File: config.mk
export PLATFORM = sky130hd
export DESIGN_NAME = cv32e40p_rf_wb_arbiter
export DESIGN_NICKNAME = d
export VERILOG_FILES = /design/src/rtl/cv32e40p_rf_wb_arbiter.sv
export SDC_FILE = /design/constraint.sdc
export NUM_CORES = 1
export LEC_CHECK = 0
export ABC_AREA = 1
export CORE_MARGIN = 1.5
export CORE_UTILIZATION = 40
export CTS_CLUSTER_DIAMETER = 80
export DETAILED_ROUTE_END_ITERATION = 16
export PLACE_DENSITY = 0.59
export SETUP_SLACK_MARGIN = 0.1
export SKIP_LAST_GASP = 1
export SYNTH_ARGS = -nofsm -noshare
export SYNTH_HDL_FRONTEND = slang
export SYNTH_SLANG_ARGS = --single-unit
File: constraint.sdc
create_clock -name clk -period 14.3 [get_ports clk]
set_input_delay 2.86 -clock clk [delete_from_list [all_inputs] [get_ports clk]]
set_output_delay 2.86 -clock clk [all_outputs]
set_load 0.005 [all_outputs]
File: src/rtl/cv32e40p_rf_wb_arbiter.sv
// ----------------------------------------------------------------------------
// cv32e40p_rf_wb_arbiter
//
// Writeback initiator for the two register-file write ports.
//   - EX (ALU) results go through a one-entry holding stage to write port A.
//   - LSU and APU results are merged through a small FIFO to write port B.
//   - Port B wins inside the register file, so when the A stage and the FIFO
//     head target the same register, B is written first and A is held one
//     cycle. FIFO results are older, so the later A write leaves the final
//     value in the register.
//   - pending_o flags every register with a write still in flight, for the
//     ID-stage hazard logic.
//
// Ports
//   clk, rst                      clock, synchronous active-high reset
//   ex_valid_i/waddr/wdata/ready  EX result handshake
//   lsu_valid_i/.../lsu_ready_o   load result handshake
//   apu_valid_i/.../apu_ready_o   APU result handshake
//   waddr_a_o/wdata_a_o/we_a_o    register-file write port A
//   waddr_b_o/wdata_b_o/we_b_o    register-file write port B
//   pending_o                     bit i set while a write to register i waits
// ----------------------------------------------------------------------------
module cv32e40p_rf_wb_arbiter #(
  parameter int ADDR_WIDTH = 6,
  parameter int DATA_WIDTH = 32,
  parameter int FIFO_DEPTH = 4
) (
  input  logic                     clk,
  input  logic                     rst,
  input  logic                     ex_valid_i,
  input  logic [ADDR_WIDTH-1:0]    ex_waddr_i,
  input  logic [DATA_WIDTH-1:0]    ex_wdata_i,
  output logic                     ex_ready_o,
  input  logic                     lsu_valid_i,
  input  logic [ADDR_WIDTH-1:0]    lsu_waddr_i,
  input  logic [DATA_WIDTH-1:0]    lsu_wdata_i,
  output logic                     lsu_ready_o,
  input  logic                     apu_valid_i,
  input  logic [ADDR_WIDTH-1:0]    apu_waddr_i,
  input  logic [DATA_WIDTH-1:0]    apu_wdata_i,
  output logic                     apu_ready_o,
  output logic [ADDR_WIDTH-1:0]    waddr_a_o,
  output logic [DATA_WIDTH-1:0]    wdata_a_o,
  output logic                     we_a_o,
  output logic [ADDR_WIDTH-1:0]    waddr_b_o,
  output logic [DATA_WIDTH-1:0]    wdata_b_o,
  output logic                     we_b_o,
  output logic [2**ADDR_WIDTH-1:0] pending_o
);

  localparam int PTR_W = (FIFO_DEPTH > 1) ? $clog2(FIFO_DEPTH) : 1;
  localparam int CNT_W = $clog2(FIFO_DEPTH + 1);
  localparam int NREG  = 2**ADDR_WIDTH;

  // A stage
  logic                  a_valid_q;
  logic [ADDR_WIDTH-1:0] a_waddr_q;
  logic [DATA_WIDTH-1:0] a_wdata_q;

  // Port-B FIFO
  logic [ADDR_WIDTH-1:0] mem_waddr_r [FIFO_DEPTH];
  logic [DATA_WIDTH-1:0] mem_wdata_r [FIFO_DEPTH];
  logic [CNT_W-1:0]      count_r;
  logic [PTR_W-1:0]      rd_ptr_r;
  logic [PTR_W-1:0]      wr_ptr_r;

  logic                  fifo_nonempty_s;
  logic [ADDR_WIDTH-1:0] head_waddr_s;
  logic                  collide_s;
  logic                  a_fire_s;
  logic [CNT_W-1:0]      free_s;
  logic                  ex_keep_s;
  logic                  push_lsu_s;
  logic                  push_apu_s;
  logic                  pop_s;
  logic [PTR_W-1:0]      wr_idx_apu_s;
  logic [CNT_W-1:0]      count_next_s;
  logic [NREG-1:0]       pending_s;

  // Head-of-FIFO view, collision detection and producer readies.
  always_comb begin
    fifo_nonempty_s = (count_r != {CNT_W{1'b0}});
    head_waddr_s    = mem_waddr_r[rd_ptr_r];
    collide_s       = a_valid_q && fifo_nonempty_s && (a_waddr_q == head_waddr_s);
    a_fire_s        = a_valid_q && !collide_s;
    // Registered count only: a pop in this cycle does not free a slot for
    // this cycle's pushes, which keeps the readies off the pop path.
    free_s          = CNT_W'(FIFO_DEPTH) - count_r;
    ex_ready_o      = !rst && (!a_valid_q || a_fire_s);
    lsu_ready_o     = !rst && (free_s >= CNT_W'(1'b1));
    // APU yields the last free slot to a waiting LSU result.
    apu_ready_o     = !rst && ((free_s >= CNT_W'(2'd2)) ||
                               ((free_s >= CNT_W'(1'b1)) && !lsu_valid_i));
  end

  // Accepted transfers; writes to x0 complete the handshake but are dropped.
  always_comb begin
    ex_keep_s    = ex_valid_i  && ex_ready_o  && (ex_waddr_i  != {ADDR_WIDTH{1'b0}});
    push_lsu_s   = lsu_valid_i && lsu_ready_o && (lsu_waddr_i != {ADDR_WIDTH{1'b0}});
    push_apu_s   = apu_valid_i && apu_ready_o && (apu_waddr_i != {ADDR_WIDTH{1'b0}});
    pop_s        = fifo_nonempty_s;
    // LSU is written first (older); APU lands in the following slot.
    if (push_lsu_s) begin
      wr_idx_apu_s = wr_ptr_r + PTR_W'(1'b1);
    end else begin
      wr_idx_apu_s = wr_ptr_r;
    end
    count_next_s = count_r + CNT_W'(push_lsu_s) + CNT_W'(push_apu_s) - CNT_W'(pop_s);
  end

  // Pending-write mask from the A stage and every occupied FIFO slot.
  always_comb begin
    pending_s = {NREG{1'b0}};
    pending_s[a_waddr_q] = a_valid_q;
    for (int k = 0; k < FIFO_DEPTH; k++) begin
      // Slot k is occupied when its distance from rd_ptr is below count.
      pending_s[mem_waddr_r[k]] = pending_s[mem_waddr_r[k]] |
                                  (CNT_W'(PTR_W'(k) - rd_ptr_r) < count_r);
    end
    pending_s[0] = 1'b0;
  end

  // Write-port drive; enables are blocked while reset discards in-flight data.
  always_comb begin
    we_a_o    = a_fire_s && !rst;
    waddr_a_o = a_waddr_q;
    wdata_a_o = a_wdata_q;
    we_b_o    = fifo_nonempty_s && !rst;
    waddr_b_o = head_waddr_s;
    wdata_b_o = mem_wdata_r[rd_ptr_r];
    pending_o = pending_s;
  end

  // A-stage holding register: load on EX accept, release on a non-colliding write.
  always_ff @(posedge clk) begin
    if (rst) begin
      a_valid_q <= 1'b0;
      a_waddr_q <= {ADDR_WIDTH{1'b0}};
      a_wdata_q <= {DATA_WIDTH{1'b0}};
    end else if (ex_keep_s) begin
      a_valid_q <= 1'b1;
      a_waddr_q <= ex_waddr_i;
      a_wdata_q <= ex_wdata_i;
    end else if (a_fire_s) begin
      a_valid_q <= 1'b0;
    end
  end

  // FIFO pointers, occupancy and storage.
  always_ff @(posedge clk) begin
    if (rst) begin
      count_r  <= {CNT_W{1'b0}};
      rd_ptr_r <= {PTR_W{1'b0}};
      wr_ptr_r <= {PTR_W{1'b0}};
      for (int k = 0; k < FIFO_DEPTH; k++) begin
        mem_waddr_r[k] <= {ADDR_WIDTH{1'b0}};
        mem_wdata_r[k] <= {DATA_WIDTH{1'b0}};
      end
    end else begin
      count_r  <= count_next_s;
      rd_ptr_r <= rd_ptr_r + PTR_W'(pop_s);
      wr_ptr_r <= wr_ptr_r + PTR_W'(push_lsu_s) + PTR_W'(push_apu_s);
      if (push_lsu_s) begin
        mem_waddr_r[wr_ptr_r] <= lsu_waddr_i;
        mem_wdata_r[wr_ptr_r] <= lsu_wdata_i;
      end
      if (push_apu_s) begin
        mem_waddr_r[wr_idx_apu_s] <= apu_waddr_i;
        mem_wdata_r[wr_idx_apu_s] <= apu_wdata_i;
      end
    end
  end

endmodule

==> results of run 1 <==
-- worst paths after layout --
path / depth (start not counted) / start / to / slack (ns)
worst min register to register: 2 / wdata_a_o[17] / wdata_a_o[17] / 0.52
worst min-delay path: 2 / wdata_a_o[17] / wdata_a_o[17] / 0.52
worst max register to register: 14 / count_r[1] / mem_wdata_r[1][12] / 9.25
worst max-delay path: 38 / rd_ptr_r[0] / pending_o[44] / 2.21
-- power breakdown --
| part | leakage (nW) | internal (mW) | total (mW) | switching [mW] |
|---|---|---|---|---|
| clock network | 0.304 | 0.308 | 0.520 | 0.212 |
| logic | 5.81 | 0.563 | 1.83 | 1.26 |
| registers | 1.96 | 0.775 | 0.839 | 0.0642 |
-- area by class of cell --
type / instances / share of cell area, %
clock buffers: 17 / 2.00
clock inverters: 14 / 0.963
inverters: 217 / 3.82
repair buffers: 303 / 13.8
flip-flops and latches: 198 / 25.8
well taps: 592 / 3.48
multi-input cells: 2218 / 50.2
-- cell usage after synthesis, drive strengths merged (15+ instances only) --
cell type	count
a21oi	30
buf	76
clkbuf	129
dfxtp	46
edfxtp	152
ha	15
inv	214
nand2	543
nand3	351
nand3b	65
nand4	114
nor2	509
nor3	57
o21ai	334
o22ai	171
-- routing by layer --
layer / up-vias / track usage (%)
met5: - / 0
met4: 2 / 14.4
met3: 178 / 3.79
met2: 1095 / 56.4
met1: 10100 / 42.5
li1: 9991 / -
-- state kept, by name, indices dropped and copies added (netlist names) --
signal / cells
wr_ptr_r: 2
count_r: 3
wdata_a_o: 32
waddr_a_o: 6
mem_wdata_r: 128
a_valid_q: 1
rd_ptr_r: 2
mem_waddr_r: 24
-- kinds of logic (layout without fill, tap and decap cells) --
| group | after synthesis | in the layout | synth area share [%] |
|---|---|---|---|
| AO/OA/AOI/OAI | 545 | 545 | 16.6 |
| XOR/XNOR | 6 | 6 | 0.295 |
| adder cells (fa/ha/maj) | 18 | 18 | 1.39 |
| buffers and inverters | 422 | 551 | 9.87 |
| flip-flops | 198 | 198 | 30.8 |
| other | 1 | 1 | 0.0210 |
| AND/OR/NAND/NOR | 1648 | 1648 | 41.0 |
-- tightest hold or removal path, cell delays in order, from the launching register on --
cell and delay, ns:
dfxtp_1 0.33, o21ai_0 0.08, nor2_1 0.08
==> results.yml, run 1 <==
setup_path:
  path_class: "reg -> out"
  cp-start-kind: "flop"
  path_buf_inv: 7
  cpLargestDelayFamily: "simple AND/OR/NAND/NOR gates"
  end_kind: "primary output"
  cpPeakStageDelay_ns: 0.70
  cp_data_required_time_ns: 11.44
  worstPathMaxFanout: 92
  slowest_stage: "buf_4"
  cp.arrival_ns: 9.23
  path_common_cell: "nand2_1"
outcome:
  outcome: "completed"
cells_and_area:
  multiInputGateArea_mm2: 0.0107
  drive_above_1_share_pct: 4.18
  nNetsFinal: 3092
  layout_commonest_cell: "nand2_1"
  regArea_mm2: 0.00549
  n_fill_cell: 4698
  final_util_pct: 48.3
  syn_to_final_growth_pct: 19.5
  finalNonFillerCells: 3559
  layout_common_cells: "nand2_1 (538), nor2_1 (501), nand3_1 (341), o21ai_0 (328), clkdlybuf4s50_1 (262)"
  post-route-cell-area_mm2: 0.0213
  diodes: 0
clock_tree:
  clock_sinks: 198
  clockRootBuffer: "clkbuf_16"
  cts_tree: "yes"
  cts_buffers: 17
  ctsLongestPathBuffers: 2
  cts_resized: 0
  holdBufCountCts: 0
  cts_setup_buffers: 0
  cts.clk_slew.worst_paths_ns: 0.07
  cts_max_level: 4
  clk_latency_ns: 0.45
synthesis:
  synth-main-ff-cell: "edfxtp_1"
  netlist.area_leader.share_pct: 25.6
  ys_seq_area_share_pct: 30.8
  synth_seq_cells: 198
  ys_types: 38
  syn_area_mm2: 0.0178
  synth_warnings: 0
  syn_nets: 2975
  synthArstFlopShare_pct: 0
  synth_edf_count: 152
  syn_area_per_cell_um2: 6.28
  netlist_top_cells_area: "edfxtp_1 (26%), nand2_1 (11%), nor2_1 (11%), nand3_1 (9.7%), o21ai_0 (9.2%)"
  yosysTopAreaCell: "edfxtp_1"
  syn_inst: 2838
sta:
  tightestPinTransition_ns: 1.25
  max_freq_mhz: 82.7
  drv_slew: 0
  period_share_pct: 84.5
  finalSetupViolCount: 0
  max_slew_margin_pct: 16.8
  hold-worst-slack_ns: 0.518
  hold_viol_final: 0
  fin_skew_ns: 0.00886
  grt_setup_unrepaired: "false"
  min_period_ns: 12.09
  setup_ws_ns: 2.21
  setup_tns_ns: 0
routing:
  drt-total-wl_um: 79000
  avgViaCountPerCell: 5.99
  vias: 21300
  wl_per_cell_um: 22.2
  routed-wl-met3_um: 6080
  drt_iter0_markers: 2261
  dr.pass1.iters: 6
  wl_met2_um: 38300
  wirelength_met1_um: 31400
  highest_layer: "met5"
  ant_nets: 0
  drc_errors: 0
power_and_ir_drop:
  p_leak_nw: 8.08
  irDropWorstVdd_mv: 0.115
  power.density_mw_per_mm2: 150
  p_total_mw: 3.19
grt:
  overflow: 0
  grt_first_pass_wirelength_um: 119000
  grt_pass1_vias: 20000
  grt_max_degree: 93
  globalRouteTotalUtil_pct: 33.2
  antenna_found_initial: 1
placed_design:
  post-place-ws_ns: 2.94
  detailed_place.area_mm2: 0.0207
  io_buffer_count: 262
  dpl.cell_count: 3528
  place_congestion: 0.972
  hpwl_um: 54200
min_path:
  min_path_type: "reg -> reg"
floorplan:
  die_x_um: 214
  initial_core_util_pct: 40.4
  die_area_mm2: 0.0458
  ios: 264
  die_y_um: 214
  coreArea_mm2: 0.0441
  fp-row-count: 77
run:
  maxCapViolCount: 0
Note: power is estimated with default switching activity, not from simulation.
==> run 2: changes to the inputs <==
--- a/config.mk
+++ b/config.mk
@@ -10,7 +10,7 @@
 export CORE_UTILIZATION = 40
 export CTS_CLUSTER_DIAMETER = 80
 export DETAILED_ROUTE_END_ITERATION = 16
-export PLACE_DENSITY = 0.59
+export PLACE_DENSITY = 0.61
 export SETUP_SLACK_MARGIN = 0.1
 export SKIP_LAST_GASP = 1
 export SYNTH_ARGS = -nofsm -noshare
==> constraint.sdc (replaced) <==
create_clock -name clk -period 10.4 [get_ports clk]
set_input_delay 2.08 -clock clk [delete_from_list [all_inputs] [get_ports clk]]
set_output_delay 2.08 -clock clk [all_outputs]
set_load 0.005 [all_outputs]
==> results.yml, run 2 (same netlist as run 1, synthesis figures left out) <==
grt:
  antenna_found_initial: 8
  overflow: 0
  grt_pass1_vias: 19900
  globalRouteTotalUtil_pct: 32.3
  grt_first_pass_wirelength_um: 117000
  grt_max_degree: 92
run:
  maxCapViolCount: 0
sta:
  max_slew_margin_pct: 18.3
  fin_skew_ns: 0.00594
  tightestPinTransition_ns: 1.22
  finalSetupViolCount: 0
  period_share_pct: 94.6
  max_freq_mhz: 102
  grt_setup_unrepaired: "false"
  hold_viol_final: 0
  min_period_ns: 9.84
  drv_slew: 0
  setup_tns_ns: 0
setup_path:
  slowest_stage: "nor3_1"
  worstPathMaxFanout: 31
  cp-start-kind: "flop"
  cpPeakStageDelay_ns: 0.86
  path_class: "reg -> out"
  cp_data_required_time_ns: 8.32
  end_kind: "primary output"
  r2r_setup_slack_ns: 5.61
  cp.arrival_ns: 7.76
  path_common_cell: "nand2_1"
  worstReg2RegStart: "count_r[1]"
  r2r_cells: 14
  worstReg2RegEnd: "mem_wdata_r[2][1]"
routing:
  wl_per_cell_um: 21.5
  drc_errors: 0
  avgViaCountPerCell: 6.01
  drt_iter0_markers: 2738
  dr.pass1.iters: 7
  vias: 21500
  ant_nets: 0
  drt-total-wl_um: 77100
clock_tree:
  ctsLongestPathBuffers: 2
  clk_latency_ns: 0.45
  cts_buffers: 17
  cts_max_level: 4
  clockRootBuffer: "clkbuf_16"
  clock_sinks: 198
  holdBufCountCts: 0
  cts_tree: "yes"
  cts.clk_slew.worst_paths_ns: 0.07
outcome:
  outcome: "completed"
power_and_ir_drop:
  power.density_mw_per_mm2: 207
  p_leak_nw: 8.15
  irDropWorstVdd_mv: 0.162
min_path:
  worstHoldStart: "wdata_a_o[10]"
  whs_path_depth: 2
  min_path_type: "reg -> reg"
  worst_hold_path.endpoint: "wdata_a_o[10]"
floorplan:
  fp-row-count: 77
  die_y_um: 214
  die_area_mm2: 0.0458
  initial_core_util_pct: 40.4
  coreArea_mm2: 0.0441
  ios: 264
  die_x_um: 214
placed_design:
  io_buffer_count: 262
  dpl.cell_count: 3533
  hpwl_um: 51900
  place_congestion: 1.00
cells_and_area:
  multiInputGateArea_mm2: 0.0108
  nNetsFinal: 3112
  n_fill_cell: 4644
  layout_commonest_cell: "nand2_1"
  final_util_pct: 48.6
  syn_to_final_growth_pct: 20.3
  regArea_mm2: 0.00549
  drive_above_1_share_pct: 4.79
  max_flop_register: "mem_wdata_r"
  largest_register_ffs: 128
  finalNonFillerCells: 3579
  layout_common_cells: "nand2_1 (539), nor2_1 (499), nand3_1 (340), o21ai_0 (328), clkdlybuf4s50_1 (262)"
-- run 2: worst max path at each step --
stage / start / end / slack (ns)
after floorplan: rd_ptr_r[0] / pending_o[10] / 3.41
after global placement: waddr_a_o[0] / pending_o[11] / 0.91
after detailed placement: waddr_a_o[0] / pending_o[11] / 0.80
after CTS: waddr_a_o[0] / pending_o[11] / 0.28
after global routing: waddr_a_o[1] / pending_o[4] / 0.17
final: a_valid_q / pending_o[17] / 0.56
-- run 2: timing repair --
item | in CTS | in global routing
endpoints found under the setup margin | 0 | 63
gates resized for setup | 0 | 9
setup buffers | 0 | 8
-- run 2: layout make-up --
type / count / area share, %
well taps: 592 / 3.45
flip-flops and latches: 198 / 25.6
clock inverters: 10 / 0.507
repair buffers: 316 / 14.4
multi-input cells: 2225 / 50.2
diodes: 1 / 0.0117
clock buffers: 20 / 2.04
inverters: 217 / 3.80
-- run 2: critical path, delay by kind of cell, from the launching register on --
| family | cells | cell delay (ns) |
|---|---|---|
| simple gates | 28 | 4.19 |
| compound gates | 2 | 0.89 |
| buf+inv | 5 | 1.67 |
| flops | 1 | 0.53 |
-- run 2: per-stage QoR --
stage / cell area [um2] / hold WS, ns / setup slack [ns] / power (mW)
floorplan: 17800 / 0.502 / 3.41 / 2.66
global placement: 20700 / 0.493 / 0.906 / 3.63
detailed placement: 20700 / 0.496 / 0.797 / 3.65
CTS: 21300 / 0.516 / 0.284 / 4.29
global route: 21400 / 0.540 / 0.172 / 4.69
finish: 21400 / 0.513 / 0.563 / 4.44
-- run 2: where the power goes --
group          switching, mW  internal (mW)  total (mW)
Clock                  0.287          0.349       0.636
Combinational           1.78          0.864        2.65
Sequential            0.0890           1.07        1.15
Total                   2.16           2.28        4.44
-- run 2: metal layers --
metal  GRT usage (%)  part of all wire [%]  vias to the layer above  wire, um
met5               0                  0.11                        -        85
met4            15.7                   4.7                       12      3600
met3            4.84                   8.6                      227      6660
met2            53.2                    47                     1162     36100
met1            41.4                    40                    10000     30700
li1                -                     -                    10000         -
